$ cat src/rtl/contador_pkg.sv
// contador_pkg: shared direction constants and the priority-action encoding for contador_universal
package contador_pkg;

    localparam logic DIR_UP   = 1'b1;
    localparam logic DIR_DOWN = 1'b0;

    localparam logic [1:0] HOLD = 2'd0;
    localparam logic [1:0] CLR  = 2'd1;
    localparam logic [1:0] LOAD = 2'd2;
    localparam logic [1:0] CNT  = 2'd3;

    function automatic logic [1:0] pick_action(input logic sclr, input logic load, input logic en);
        return sclr ? CLR : load ? LOAD : en ? CNT : HOLD;
    endfunction

endpackage

$ cat src/rtl/contador_universal.sv
// contador_universal: cascadable up/down modulo counter with sync clear, parallel load and terminal count.
// Define CONTADOR_UNIVERSAL_SAT_EN to saturate at the range ends instead of wrapping.
module contador_universal
    import contador_pkg::*;
#(
    parameter int               WIDTH   = 4,
    parameter logic [WIDTH-1:0] MOD_MAX = {WIDTH{1'b1}}
) (
    input  logic             clock,
    input  logic             clear,
    input  logic             sclr,
    input  logic             load,
    input  logic [WIDTH-1:0] DATA,
    input  logic             enp,
    input  logic             ent,
    input  logic             up,
    output logic [WIDTH-1:0] Q,
    output logic             tc,
    output logic             wrap
);

    logic [1:0]       action;
    logic             hit;
    logic             wrap_evt;
    logic [WIDTH-1:0] q_step;
    logic [WIDTH-1:0] q_next;

    // hit marks the range end in the current direction; Q above MOD_MAX counts as the top
    always_comb begin
        action = pick_action(sclr, load, enp & ent);
        hit    = (up == DIR_UP) ? (Q >= MOD_MAX) : (Q == '0);
`ifdef CONTADOR_UNIVERSAL_SAT_EN
        q_step   = hit ? Q : (up == DIR_UP) ? Q + 1'b1 : Q - 1'b1;
        wrap_evt = 1'b0;
`else
        q_step   = (up == DIR_UP) ? (hit ? '0 : Q + 1'b1) : (hit ? MOD_MAX : Q - 1'b1);
        wrap_evt = (action == CNT) & hit;
`endif
        q_next = (action == CLR) ? '0 : (action == LOAD) ? DATA : (action == CNT) ? q_step : Q;
    end

    assign tc = ent & hit;

    always_ff @(posedge clock or posedge clear) begin
        if (clear) begin
            Q    <= '0;
            wrap <= 1'b0;
        end else begin
            Q    <= q_next;
            wrap <= wrap_evt;
        end
    end

endmodule

$ cat config.mk
export PLATFORM = sky130hd
export DESIGN_NAME = contador_universal
export DESIGN_NICKNAME = d
export VERILOG_FILES = /design/src/rtl/contador_pkg.sv /design/src/rtl/contador_universal.sv
export SDC_FILE = /design/constraint.sdc
export NUM_CORES = 1
export LEC_CHECK = 0
export BUFFER_PORTS_ARGS = -buffer_cell sky130_fd_sc_hd__buf_2
export CAP_MARGIN = 20
export CELL_PAD_IN_SITES_DETAIL_PLACEMENT = 0
export CELL_PAD_IN_SITES_GLOBAL_PLACEMENT = 1
export CORE_MARGIN = 4
export CORE_UTILIZATION = 31
export DETAILED_ROUTE_END_ITERATION = 6
export PLACE_DENSITY_LB_ADDON = 0.1
export SETUP_SLACK_MARGIN = 0.1
export SLEW_MARGIN = 30
export SYNTH_ARGS = -nofsm -noshare
export SYNTH_HDL_FRONTEND = slang
export SYNTH_SLANG_ARGS = --single-unit
$ cat constraint.sdc
create_clock -name clock -period 2.1 [get_ports clock]
set_input_delay 0.42 -clock clock [delete_from_list [all_inputs] [get_ports clock]]
set_output_delay 0.42 -clock clock [all_outputs]
set_load 0.01 [all_outputs]
======== Word-level counts from Yosys, hierarchy flattened ========
Cells that the tools add are included.
word-level totals
  register bits ........................... 5
  input bits .............................. 11
  word-level logic and storage cells ...... 23
operators by class
  $add $sub $neg .......................... 2
  magnitude comparators ................... 1
  eq/ne operators ......................... 3
  mux-type cells .......................... 10
  bitwise gates (word level) .............. 3
  reduce and logical (&&, ||, !) cells .... 2
operators by type and width
  operator             count
  $mux 4               6
  $mux 2               3
  $add 4x1->4 const B  1
  $eq 2x2->1 const B   2
  $ge 4x4->1 const B   1
  $logic_not 4->1      1
  $sub 4x1->4 const B  1
  $and 1x1->1          3
  $reduce_bool 3->1    1
  $eq 2x1->1 const B   1
  $mux 1               1

======== Longest topological paths before layout ========
Gate-level depths: netlist of run 1.
  word-level depth ........................ 8
  depth in mapped cells ................... 6
  gate-level depth less buffers ........... 6

======== Worst setup path before layout of run 1 ========
OpenSTA, ideal clock, no wires.
  kind .................................... flip-flop to flip-flop
  start ................................... register Q[0]
  end ..................................... register Q[3]
  setup time .............................. 0.125 ns
  data arrival time ....................... 1.555 ns
  data required time ...................... 1.975 ns
  setup slack ............................. 0.420 ns
  stages on the path, launching flop included .. 7
  path buffers ............................ 0
  clock period less this slack ............ 1.680 ns
  cells stage by stage .................... dfrtp_1 > inv_1 > ha_1 > nor4b_2 > or4_1 > nor2_1 > o41ai_1
on the way
  cells in the longest elaborated chain, start to end .. 7
  elaborated cells between the ends (all ways) .. 11
  classes of those cells .................. 2 x add/sub; 1 x order compare; 7 x mux; 1 x reduce/logical
RTL lines
  what                                                  RTL line                  RTL
  start: declaration                                    contador_universal.sv:17  output logic [WIDTH-1:0] Q,
  start signal: assignment                              contador_universal.sv:49  Q <= q_next;
  $ge 4x4->1 / $logic_not 4->1 (equally long branches)  contador_universal.sv:31  hit = (up == DIR_UP) ? (Q >= MOD_MAX) : (Q == '0);
  $mux 1                                                contador_universal.sv:31
  $mux 4                                                contador_universal.sv:36  q_step = (up == DIR_UP) ? (hit ? '0 : Q + 1'b1) : (hit ? MOD_MAX : Q - 1'b1);
  $mux 4 (*)                                            contador_universal.sv:36
  $mux 4 (*) (3 in a row)                               contador_universal.sv:39  q_next = (action == CLR) ? '0 : (action == LOAD) ? DATA : (action == CNT) ? q_step : Q;
Mark *: on every way between the ends. The rest lies on a longest branch, timed or not. The select of a mux whose other input is x is not followed.
A chain may end at the register's enable or synchronous reset.

======== Final worst setup path of run 1 ========
  start ................................... register Q[1]
  end ..................................... output port tc
on the way
  cells in the longest elaborated chain, start to end .. 3
  elaborated cells between the ends (all ways) .. 4
  classes of those cells .................. 1 x order compare; 1 x mux; 1 x bitwise; 1 x reduce/logical
RTL lines
  what                                                  RTL line                  RTL
  $ge 4x4->1 / $logic_not 4->1 (equally long branches)  contador_universal.sv:31
  $mux 1 (*)                                            contador_universal.sv:31
  $and 1x1->1 (*)                                       contador_universal.sv:42  assign tc = ent & hit;
  end: declaration                                      contador_universal.sv:18  output logic tc,
Mark *: on every way between the ends. The rest lies on a longest branch, timed or not.

==> results of run 1 <==
==> placed cells by master (no fill, tap or decap) <==
cell type and instances:
a2111oi_0 1, a211oi_1 1, a21oi_1 5, a21oi_2 1, a311oi_1 1, and3_1 1, buf_2 16, buf_4 1
clkbuf_1 1, clkbuf_4 3, dfrtp_1 3, dfrtp_2 2, ha_1 1, ha_4 1, inv_1 2, inv_2 2
mux2i_1 1, nand2_1 2, nand3b_1 1, nand4b_1 1, nand4bb_1 1, nor2_1 6, nor2b_1 2, nor3_1 2
nor4_1 1, nor4b_4 1, o21ai_0 1, o41ai_1 1, or3_1 1, or3b_2 1, or4_1 1, xor2_1 2
==> stage by stage <==
stage               std cells  hold WS [ns]  setup slack [ns]  power (mW)
finish                     81        0.0778             0.204       0.318
global route               81        0.0722             0.103       0.349
CTS                        81        0.0752             0.110       0.317
detailed placement         76         0.337             0.334       0.190
global placement           76         0.338             0.342       0.191
floorplan                  47         0.199             0.420       0.161
==> area by class of cell <==
cell class	count	share of cell area, %
clock buffers	4	4.77
inverters	4	2.73
multi-input cells	37	50.2
flip-flops and latches	5	23.2
well taps	14	3.18
repair buffers	17	15.9
==> flip-flops by register name, indices dropped and copies added, names as in the netlist <==
register,count
wrap,1
Q,4
==> repair_timing <==
action	4_1_cts	5_1_grt
hold buffers	0	0
endpoints found under the setup margin	1	1
gates resized for setup	3	5
buffers inserted	1	0
pin swaps	0	0
==> critical path, delay by kind of cell, from the launching register on <==
family / cells / cell delay, ns
flops: 1 / 0.45
fa+ha+maj: 1 / 0.22
compound gates: 1 / 0.16
simple gates: 2 / 0.27
buf+inv: 1 / 0.13
==> path summary, 6_finish.rpt <==
| path | to | slack [ns] | cells after the start |
|---|---|---|---|
| hold / removal | Q[2] | 0.08 | 2 |
| setup / recovery | tc | 0.20 | 5 |
| min in group clock | Q[3] | 0.39 | 3 |
| setup reg to reg | Q[3] | 0.52 | 6 |
| hold reg to reg | Q[0] | 0.70 | 2 |
| max in group asynchronous | Q[1] | 1.82 | 2 |
==> per-layer routing <==
layer / GRT usage, % / vias up
met5: 0 / -
met4: 5.42 / 0
met3: 6.50 / 0
met2: 19.8 / 19
met1: 18.1 / 207
li1: - / 214
==> cells by family (layout without fill, tap and decap cells) <==
family / count (synthesis) / in the layout
DFF: 5 / 5
xor gates and xnor gates: 2 / 2
AOI/OAI and AO/OA: 11 / 11
and+or+nand+nor: 21 / 21
muxes: 1 / 1
buffers and inverters: 5 / 25
adders and majority gates: 2 / 2
==> cells in the mapped netlist (2+ instances only) <==
cell     number
dfrtp_1       5
nand2_1       2
nor2b_1       2
ha_1          2
inv_1         4
nor2_1        6
xor2_1        2
a21oi_1       6
nor3_1        2
==> power by group <==
group	total [mW]	switching [mW]	leakage [nW]	internal [mW]
logic	0.0855	0.0440	0.183	0.0414
clock network	0.116	0.0437	0.0150	0.0721
registers	0.117	0.0136	0.0631	0.103
total	0.318	0.101	0.261	0.217
==> run summary, run 1 <==
largest net degree at the start of global routing -> 10
Port-buffer cells -> 16
met2 WL -> 562 um
H-tree depth -> 1
CORE AREA -> 1170 um^2
CP Data Required Time -> 1.68 ns
final global-route overflow total -> 0
placed inst area -> 489 um^2
die width -> 44.1 um
CP Launch Point -> Q[1]
DRT antenna net count -> 0
drt wl/cell -> 15.0 um
compound-gate portion of the synthesized area -> 17.1%
initial drt markers -> 4
Cells after Synth -> 47
final setup fails -> 0
Critical Path Start Type -> flip-flop
antenna violations before repair -> 0
GR Util All Layers -> 13.9%
CTS buffer count -> 3
top cell type's share of synthesized area -> 31.1%
Layout area overhead -> 36.6%
TNS Setup -> 0 ns
Rows -> 12
relative slew slack -> 70.1%
Worst-Margin Slew -> 0.437 ns
CP peak stage delay -> 0.45 ns
Tmin final -> 1.90 ns
Pins Over Slew Limit -> 0
fin util -> 47.0%
Highest Clock Rate -> 527 MHz
unrepaired setup endpoints after global routing -> no
count of flip-flops with a built-in enable after synthesis -> 0
Final nets -> 81
fin crit share -> 90.3%
CP cell instances -> ha_1, and3_1, a21oi_2, nor2b_1, buf_2
syn_area_per_cell -> 8.57 um^2
final hold vios -> 0
layout cells sized above 1 -> 41.8%
clock skew -> 0.00185 ns
vias in the first global route -> 431
XOR/XNOR share of the synthesized area -> 4.35%
dpl hpwl -> 865 um
CTS clk-pin slew, worst paths -> 0.05 ns
Max clock buf depth -> 2
count of cell types in the netlist -> 25
n_diodes -> 0
clk root buf -> clkbuf_4
kind of critical path -> reg -> out
Leak -> 0.261 nW
synthesis-stage register bit count -> 5
num ports -> 17
sequential cell area -> 128 um^2
vias per inst -> 5.43
worst skew pair latency -> 0.25 ns
DR DRC count -> 0
Die ar. -> 1940 um^2
first-pass GRT wire length -> 1980 um
Die Y-Extent -> 44.1 um
Starting Density -> 34.4%
mapped cell area -> 403 um^2
endpoint type of the worst setup path -> output pin
Crit Path Max Fanout -> 7
most frequently used flop master after synthesis -> dfrtp_1
CTS tree -> yes
last weighted congestion value of the routability-driven placer -> 0.726
wire length on met3 -> 107 um
detailed-router iteration count before antenna repair -> 4
ranking of synthesized cells by area -> dfrtp_1 31%, a21oi_1 7.5%, ha_1 6.2%, nor2_1 5.6%, xor2_1 4.3%
Async S/R FF share, synth -> 100%
sequential share of the synthesized area -> 31.1%
crit path DAT -> 1.48 ns
Mapped Nets -> 60
Multi-input gate area -> 277 um^2
Pwr Density -> 578 nW/um^2
multiplexer share of the synthesized area -> 2.48%
status -> complete, no violations
IR drop worst, VDD -> 0.331 mV
FF-to-FF Start -> Q[1]
Post-Synth Simple-Gate Area -> 32.3%
reported max-cap violation count -> 0
Syn. warnings -> 0
Crit-path slowest cell -> dfrtp_2
Clock Sinks -> 5
Synth area leader -> dfrtp_1
Vias -> 440
Post-Route M1 WL -> 541 um
Design Area, Final -> 551 um^2
largest family of logic cells by synthesized area -> simple AND/OR/NAND/NOR gates
hold crit path type -> in -> async
# fillers -> 125
wirelength, routed -> 1210 um
Synth Area in Adders -> 6.21%
uppermost routed layer -> met3
(Power assumes the default switching activity.)
==> inputs of run 2 (changes only) <==
- CAP_MARGIN: 20 -> default
- CELL_PAD_IN_SITES_DETAIL_PLACEMENT: 0 -> 1
- CTS_CLUSTER_DIAMETER: default -> 200
==> run 2 against run 1 <==
Effect of this change:
- combinational power increased by 14%
- clock skew increased by 0.0010 ns
- sequential share of layout area decreased by 1.0 points
- register-to-register slack got worse by 0.06 ns
- final area increased by 4.5%
- total power increased by 3.3%
- sequential power about the same
- worst setup slack got worse by 0.0024 ns
- wire length increased by 14%
- critical endpoint unchanged
- largest power group unchanged
==> run summary, run 2 (synthesis results as in run 1) <==
Leak -> 0.274 nW (+4.9%)
endpoint type of the worst setup path -> output pin
dpl hpwl -> 967 um (+12%)
wirelength, routed -> 1380 um (+14%)
kind of critical path -> reg -> out
Crit Path Max Fanout -> 6 (-1)
Die Y-Extent -> 44.1 um (unchanged)
initial drt markers -> 2 (-2)
Final nets -> 84 (+3.7%)
layout cells sized above 1 -> 45.7% (+3.9 points)
fin util -> 49.1% (+2.1 points)
Comb pwr share -> 29.6% (+2.7 points)
DRT antenna net count -> 0 (unchanged)
most frequent cells in the layout -> 16 x buf_2, 6 x nor2_1, 5 x a21oi_1
Highest Clock Rate -> 527 MHz (-0.13%)
Overall Power -> 0.329 mW (+3.3%)
clk root buf -> clkbuf_4
Layout area overhead -> 42.9%
H-tree depth -> 1 (unchanged)
hold crit path type -> in -> async
Pins Over Slew Limit -> 0 (unchanged)
die width -> 44.1 um (unchanged)
relative slew slack -> 65.1% (-5.0 points)
reported max-cap violation count -> 0 (unchanged)
CP Data Required Time -> 1.68 ns (about the same)
DR DRC count -> 0 (unchanged)
number of flip-flops in the largest register -> 4 (unchanged)
vias in the first global route -> 484 (+12%)
Reg with most FFs -> Q
worst skew pair latency -> 0.25 ns (about the same)
CORE AREA -> 1170 um^2 (unchanged)
reg2reg path depth -> 7 (+1)
final setup fails -> 0 (unchanged)
GR Util All Layers -> 16.2% (+2.2 points)
unrepaired setup endpoints after global routing -> no
fin crit share -> 90.4% (+0.12 points)
final hold vios -> 0 (unchanged)
detailed-router iteration count before antenna repair -> 2 (-2)
Max clock buf depth -> 2 (unchanged)
CTS tree -> yes
largest net degree at the start of global routing -> 10 (unchanged)
Clock Power Share -> 35.0% (-1.4 points)
Net Sw Frac -> 31.9% (+0.044 points)
largest registers -> Q x4, wrap x1
Die ar. -> 1940 um^2 (unchanged)
TNS Setup -> 0 ns (unchanged)
vias per inst -> 5.55 (+2.1%)
commonest non-fill, non-tap cell in the layout -> buf_2
Worst R2R Setup Slack -> 0.46 ns (-0.06 ns)
IR drop worst, VDD -> 0.280 mV (-16%)
last weighted congestion value of the routability-driven placer -> 0.726 (unchanged)
Crit Reg-Reg Endpoint -> Q[0]
Tmin final -> 1.90 ns (+0.00243 ns)
clock skew -> 0.00287 ns (+0.00102 ns)
pre-CTS setup slack -> 0.273 ns (-0.0610 ns)
# fillers -> 156 (+25%)
final global-route overflow total -> 0 (unchanged)
Worst-Margin Slew -> 0.510 ns (+0.0732 ns)
Vias -> 466 (+5.9%)
switching power -> 0.105 mW (+3.4%)
internal power -> 0.224 mW (+3.2%)
Port-buffer cells -> 16 (unchanged)
CTS buffer count -> 3 (unchanged)
Pwr Density -> 571 nW/um^2 (-1.2%)
Starting Density -> 34.4% (unchanged)
CP cell instances -> ha_2, and3_1, a21oi_2, nor2b_1, buf_2
Rows -> 12 (unchanged)
CTS clk-pin slew, worst paths -> 0.05 ns (about the same)
crit path DAT -> 1.48 ns (about the same)
first-pass GRT wire length -> 2220 um (+12%)
Final WS setup -> 0.201 ns (-0.00243 ns)
FF-to-FF Start -> Q[0]
Clock Sinks -> 5 (unchanged)
num ports -> 17 (unchanged)
Sequential Power Share -> 35.4% (-1.3 points)
n_diodes -> 0 (unchanged)
status -> complete, no violations
Critical Path Start Type -> flip-flop
drt wl/cell -> 16.5 um (+10%)
Crit-path slowest cell -> dfrtp_2
CP peak stage delay -> 0.44 ns (about the same)
antenna violations before repair -> 0 (unchanged)
==> run 2: worst max path at each step <==
stage | start | to | slack, ns
detailed placement | Q[0] | tc | 0.27
global route | Q[0] | tc | 0.10
finish | Q[0] | tc | 0.20
global placement | Q[0] | tc | 0.34
CTS | Q[0] | tc | 0.12
floorplan | Q[0] | Q[3] | 0.42
==> run 2: what timing repair did <==
action                                  4_1_cts  5_1_grt
buffers inserted                              3        1
endpoints found under the setup margin        1        1
hold buffers                                  0        0
cloned                                        0        0
pin swaps                                     0        1
gates resized for setup                       5        4
==> run 2: layout make-up <==
| class | instances | area (um^2) | area share [%] |
|---|---|---|---|
| tap | 14 | 17.5 | 3.04 |
| timing repair buffer | 20 | 110 | 19.1 |
| multi-input combinational | 37 | 279 | 48.5 |
| clock buffer | 4 | 26.3 | 4.57 |
| inverter | 4 | 15.0 | 2.61 |
| sequential | 5 | 128 | 22.2 |
==> run 2: layer usage <==
layer / global-route usage (%) / vias up / wire length [um]
li1: - / 220 / -
met1: 18.1 / 227 / 558
met2: 26.7 / 17 / 723
met3: 6.50 / 2 / 80
met4: 7.23 / 0 / 19
met5: 0 / - / 0
==> run 2: power groups by stage <==
stage / clock, mW / sequential (mW) / combinational (mW)
final: 0.115 / 0.116 / 0.0972
after global routing: 0.135 / 0.118 / 0.108
after CTS: 0.124 / 0.115 / 0.0891
after detailed placement: 0 / 0.117 / 0.0756
after global placement: 0 / 0.116 / 0.0744
after floorplan: 0 / 0.117 / 0.0439
==> run 2: per-stage QoR <==
step           hold slack (ns)  instance area (um^2)  cells
2_1_floorplan            0.199                   403     47
3_3_place_gp             0.338                   489     76
3_5_place_dp             0.344                   489     76
4_1_cts                 0.0732                   556     83
5_1_grt                 0.0723                   576     84
6_report                0.0726                   576     84
==> run 2: critical path, delay by kind of cell (launching register included) <==
family / cells / cell delay, ns
and+or+nand+nor: 2 / 0.26
adders and majority gates: 1 / 0.21
DFF: 1 / 0.44
buffers and inverters: 1 / 0.13
AOI/OAI and AO/OA: 1 / 0.17
==> inputs of run 3 (changes only) <==
- PLACE_DENSITY: default -> 0.77
- PLACE_DENSITY_LB_ADDON: 0.1 -> default
==> run 3 against run 2 <==
Effect of this change:
- total power fell by 1.9%
- worst hold slack worse by 0.012 ns
- sequential cell count unchanged
- clock power hardly changed
- final cell count stayed put
- worst setup slack got worse by 0.035 ns
- clock skew grew 0.0084 ns
- critical path depth unchanged
- fmax fell by 1.8%
- non-clock buffer count unchanged
- register-to-register slack worse by 0.05 ns
- via count is 6.2% lower
- critical path type unchanged
- highest routed layer is now met3
==> run summary, run 3 (synthesis results as in run 1) <==
antenna violations before repair -> 0 (unchanged)
Post-Route M1 WL -> 593 um (+6.3%)
clock skew -> 0.0112 ns (+0.00837 ns)
H-tree depth -> 1 (unchanged)
n_diodes -> 0 (unchanged)
fin crit share -> 92.1% (+1.7 points)
commonest non-fill, non-tap cell in the layout -> buf_2
layout cells sized above 1 -> 41.4% (-4.3 points)
final hold vios -> 0 (unchanged)
largest registers -> Q x4, wrap x1
vias per inst -> 5.20 (-6.2%)
Final WS setup -> 0.167 ns (-0.0349 ns)
reported max-cap violation count -> 0 (unchanged)
vias in the first global route -> 386 (-20%)
Highest Clock Rate -> 517 MHz (-1.8%)
CP Data Required Time -> 1.68 ns (about the same)
Die ar. -> 1940 um^2 (unchanged)
CTS tree -> yes
CP Buf/Inv Count -> 1 (unchanged)
most frequent cells in the layout -> 16 x buf_2, 6 x nor2_1, 5 x a21oi_1
Starting Density -> 34.4% (unchanged)
Rows -> 12 (unchanged)
Pwr Density -> 573 nW/um^2 (+0.33%)
met2 WL -> 572 um (-21%)
last weighted congestion value of the routability-driven placer -> 0.758 (+4.4%)
Reg with most FFs -> Q
worst skew pair latency -> 0.25 ns (about the same)
CP cell instances -> ha_1, and3_1, a21oi_2, nor2b_1, buf_2
clk root buf -> clkbuf_4
pre-CTS setup slack -> 0.313 ns (+0.0401 ns)
CORE AREA -> 1170 um^2 (unchanged)
Final nets -> 84 (unchanged)
Clock Sinks -> 5 (unchanged)
IR drop worst, VDD -> 0.305 mV (+9.1%)
hold crit path type -> in -> async
number of flip-flops in the largest register -> 4 (unchanged)
unrepaired setup endpoints after global routing -> no
TNS Setup -> 0 ns (unchanged)
delay-heaviest family, CP -> flip-flops
Max clock buf depth -> 2 (unchanged)
status -> complete, no violations
final setup fails -> 0 (unchanged)
num ports -> 17 (unchanged)
drt wl/cell -> 14.9 um (-9.6%)
DRT antenna net count -> 0 (unchanged)
detailed-router iteration count before antenna repair -> 2 (unchanged)
Worst-Margin Slew -> 0.504 ns (-0.00637 ns)
Pins Over Slew Limit -> 0 (unchanged)
Critical Path Start Type -> flip-flop
CTS clk-pin slew, worst paths -> 0.05 ns (about the same)
DR DRC count -> 0 (unchanged)
first-pass GRT wire length -> 1770 um (-20%)
initial drt markers -> 2 (unchanged)
crit path DAT -> 1.51 ns (+0.03 ns)
Crit Path Max Fanout -> 7 (+1)
wire length on met3 -> 84 um (+5.0%)
CTS buffer count -> 3 (unchanged)
CP peak stage delay -> 0.45 ns (about the same)
Vias -> 437 (-6.2%)
final global-route overflow total -> 0 (unchanged)
kind of critical path -> reg -> out
# fillers -> 157 (+0.64%)
endpoint type of the worst setup path -> output pin
Port-buffer cells -> 16 (unchanged)
wirelength, routed -> 1250 um (-9.6%)
GR Util All Layers -> 12.2% (-3.9 points)
uppermost routed layer -> met3
Layout area overhead -> 39.8%
Multi-input gate area -> 267 um^2 (-4.5%)
die width -> 44.1 um (unchanged)
Crit-path slowest cell -> dfrtp_2
dpl hpwl -> 862 um (-11%)
Leak -> 0.274 nW (about the same)
sequential cell area -> 128 um^2 (unchanged)
relative slew slack -> 65.5% (+0.44 points)
largest net degree at the start of global routing -> 10 (unchanged)
Tmin final -> 1.93 ns (+0.0349 ns)
Die Y-Extent -> 44.1 um (unchanged)
Worst R2R Setup Slack -> 0.41 ns (-0.05 ns)
==> run 3: per-stage QoR <==
stage / instance area [um^2] / hold WS [ns] / cells / total power [mW] / utilization, %
floorplan: 403 / 0.199 / 47 / 0.161 / -
global placement: 489 / 0.326 / 76 / 0.189 / 41.8
detailed placement: 489 / 0.328 / 76 / 0.190 / 41.8
CTS: 529 / 0.0651 / 80 / 0.311 / 45.2
global route: 563 / 0.0702 / 84 / 0.345 / 48.1
finish: 563 / 0.0610 / 84 / 0.323 / 48.1
==> run 3: timing repair <==
item                                    in CTS  in global routing
endpoints found under the setup margin       1                  1
gates resized for setup                      3                  2
pin swaps                                    0                  1
buffers inserted                             0                  4
hold buffers                                 0                  0
==> run 3: final timing paths <==
kind | start | to | cells past startpoint
worst max-delay path | Q[0] | tc | 5
worst min-delay path | clear | Q[3] | 2
worst max register to register | Q[0] | Q[0] | 7
worst min register to register | Q[1] | Q[1] | 2
max in group asynchronous | clear | Q[1] | 2
min in group clock | DATA[3] | Q[3] | 3
==> run 3: report_power, final <==
group	internal (mW)	switching, mW	leakage (nW)
Combinational	0.0450	0.0448	0.196
Sequential	0.103	0.0136	0.0631
Clock	0.0721	0.0437	0.0150
Total	0.220	0.102	0.274
==> run 3: final cells by class <==
cell class	count	area share (%)
Timing Repair Buffer	20	19.6
Sequential cell	5	22.7
Multi-Input combinational cell	37	47.3
Clock buffer	4	4.67
Inverter	4	2.67
Tap cell	14	3.11
==> run 3: routing by layer <==
layer,global-route usage [%],vias up
met4,0,0
met5,0,-
met1,17.1,206
met2,17.7,13
met3,6.50,0
li1,-,218
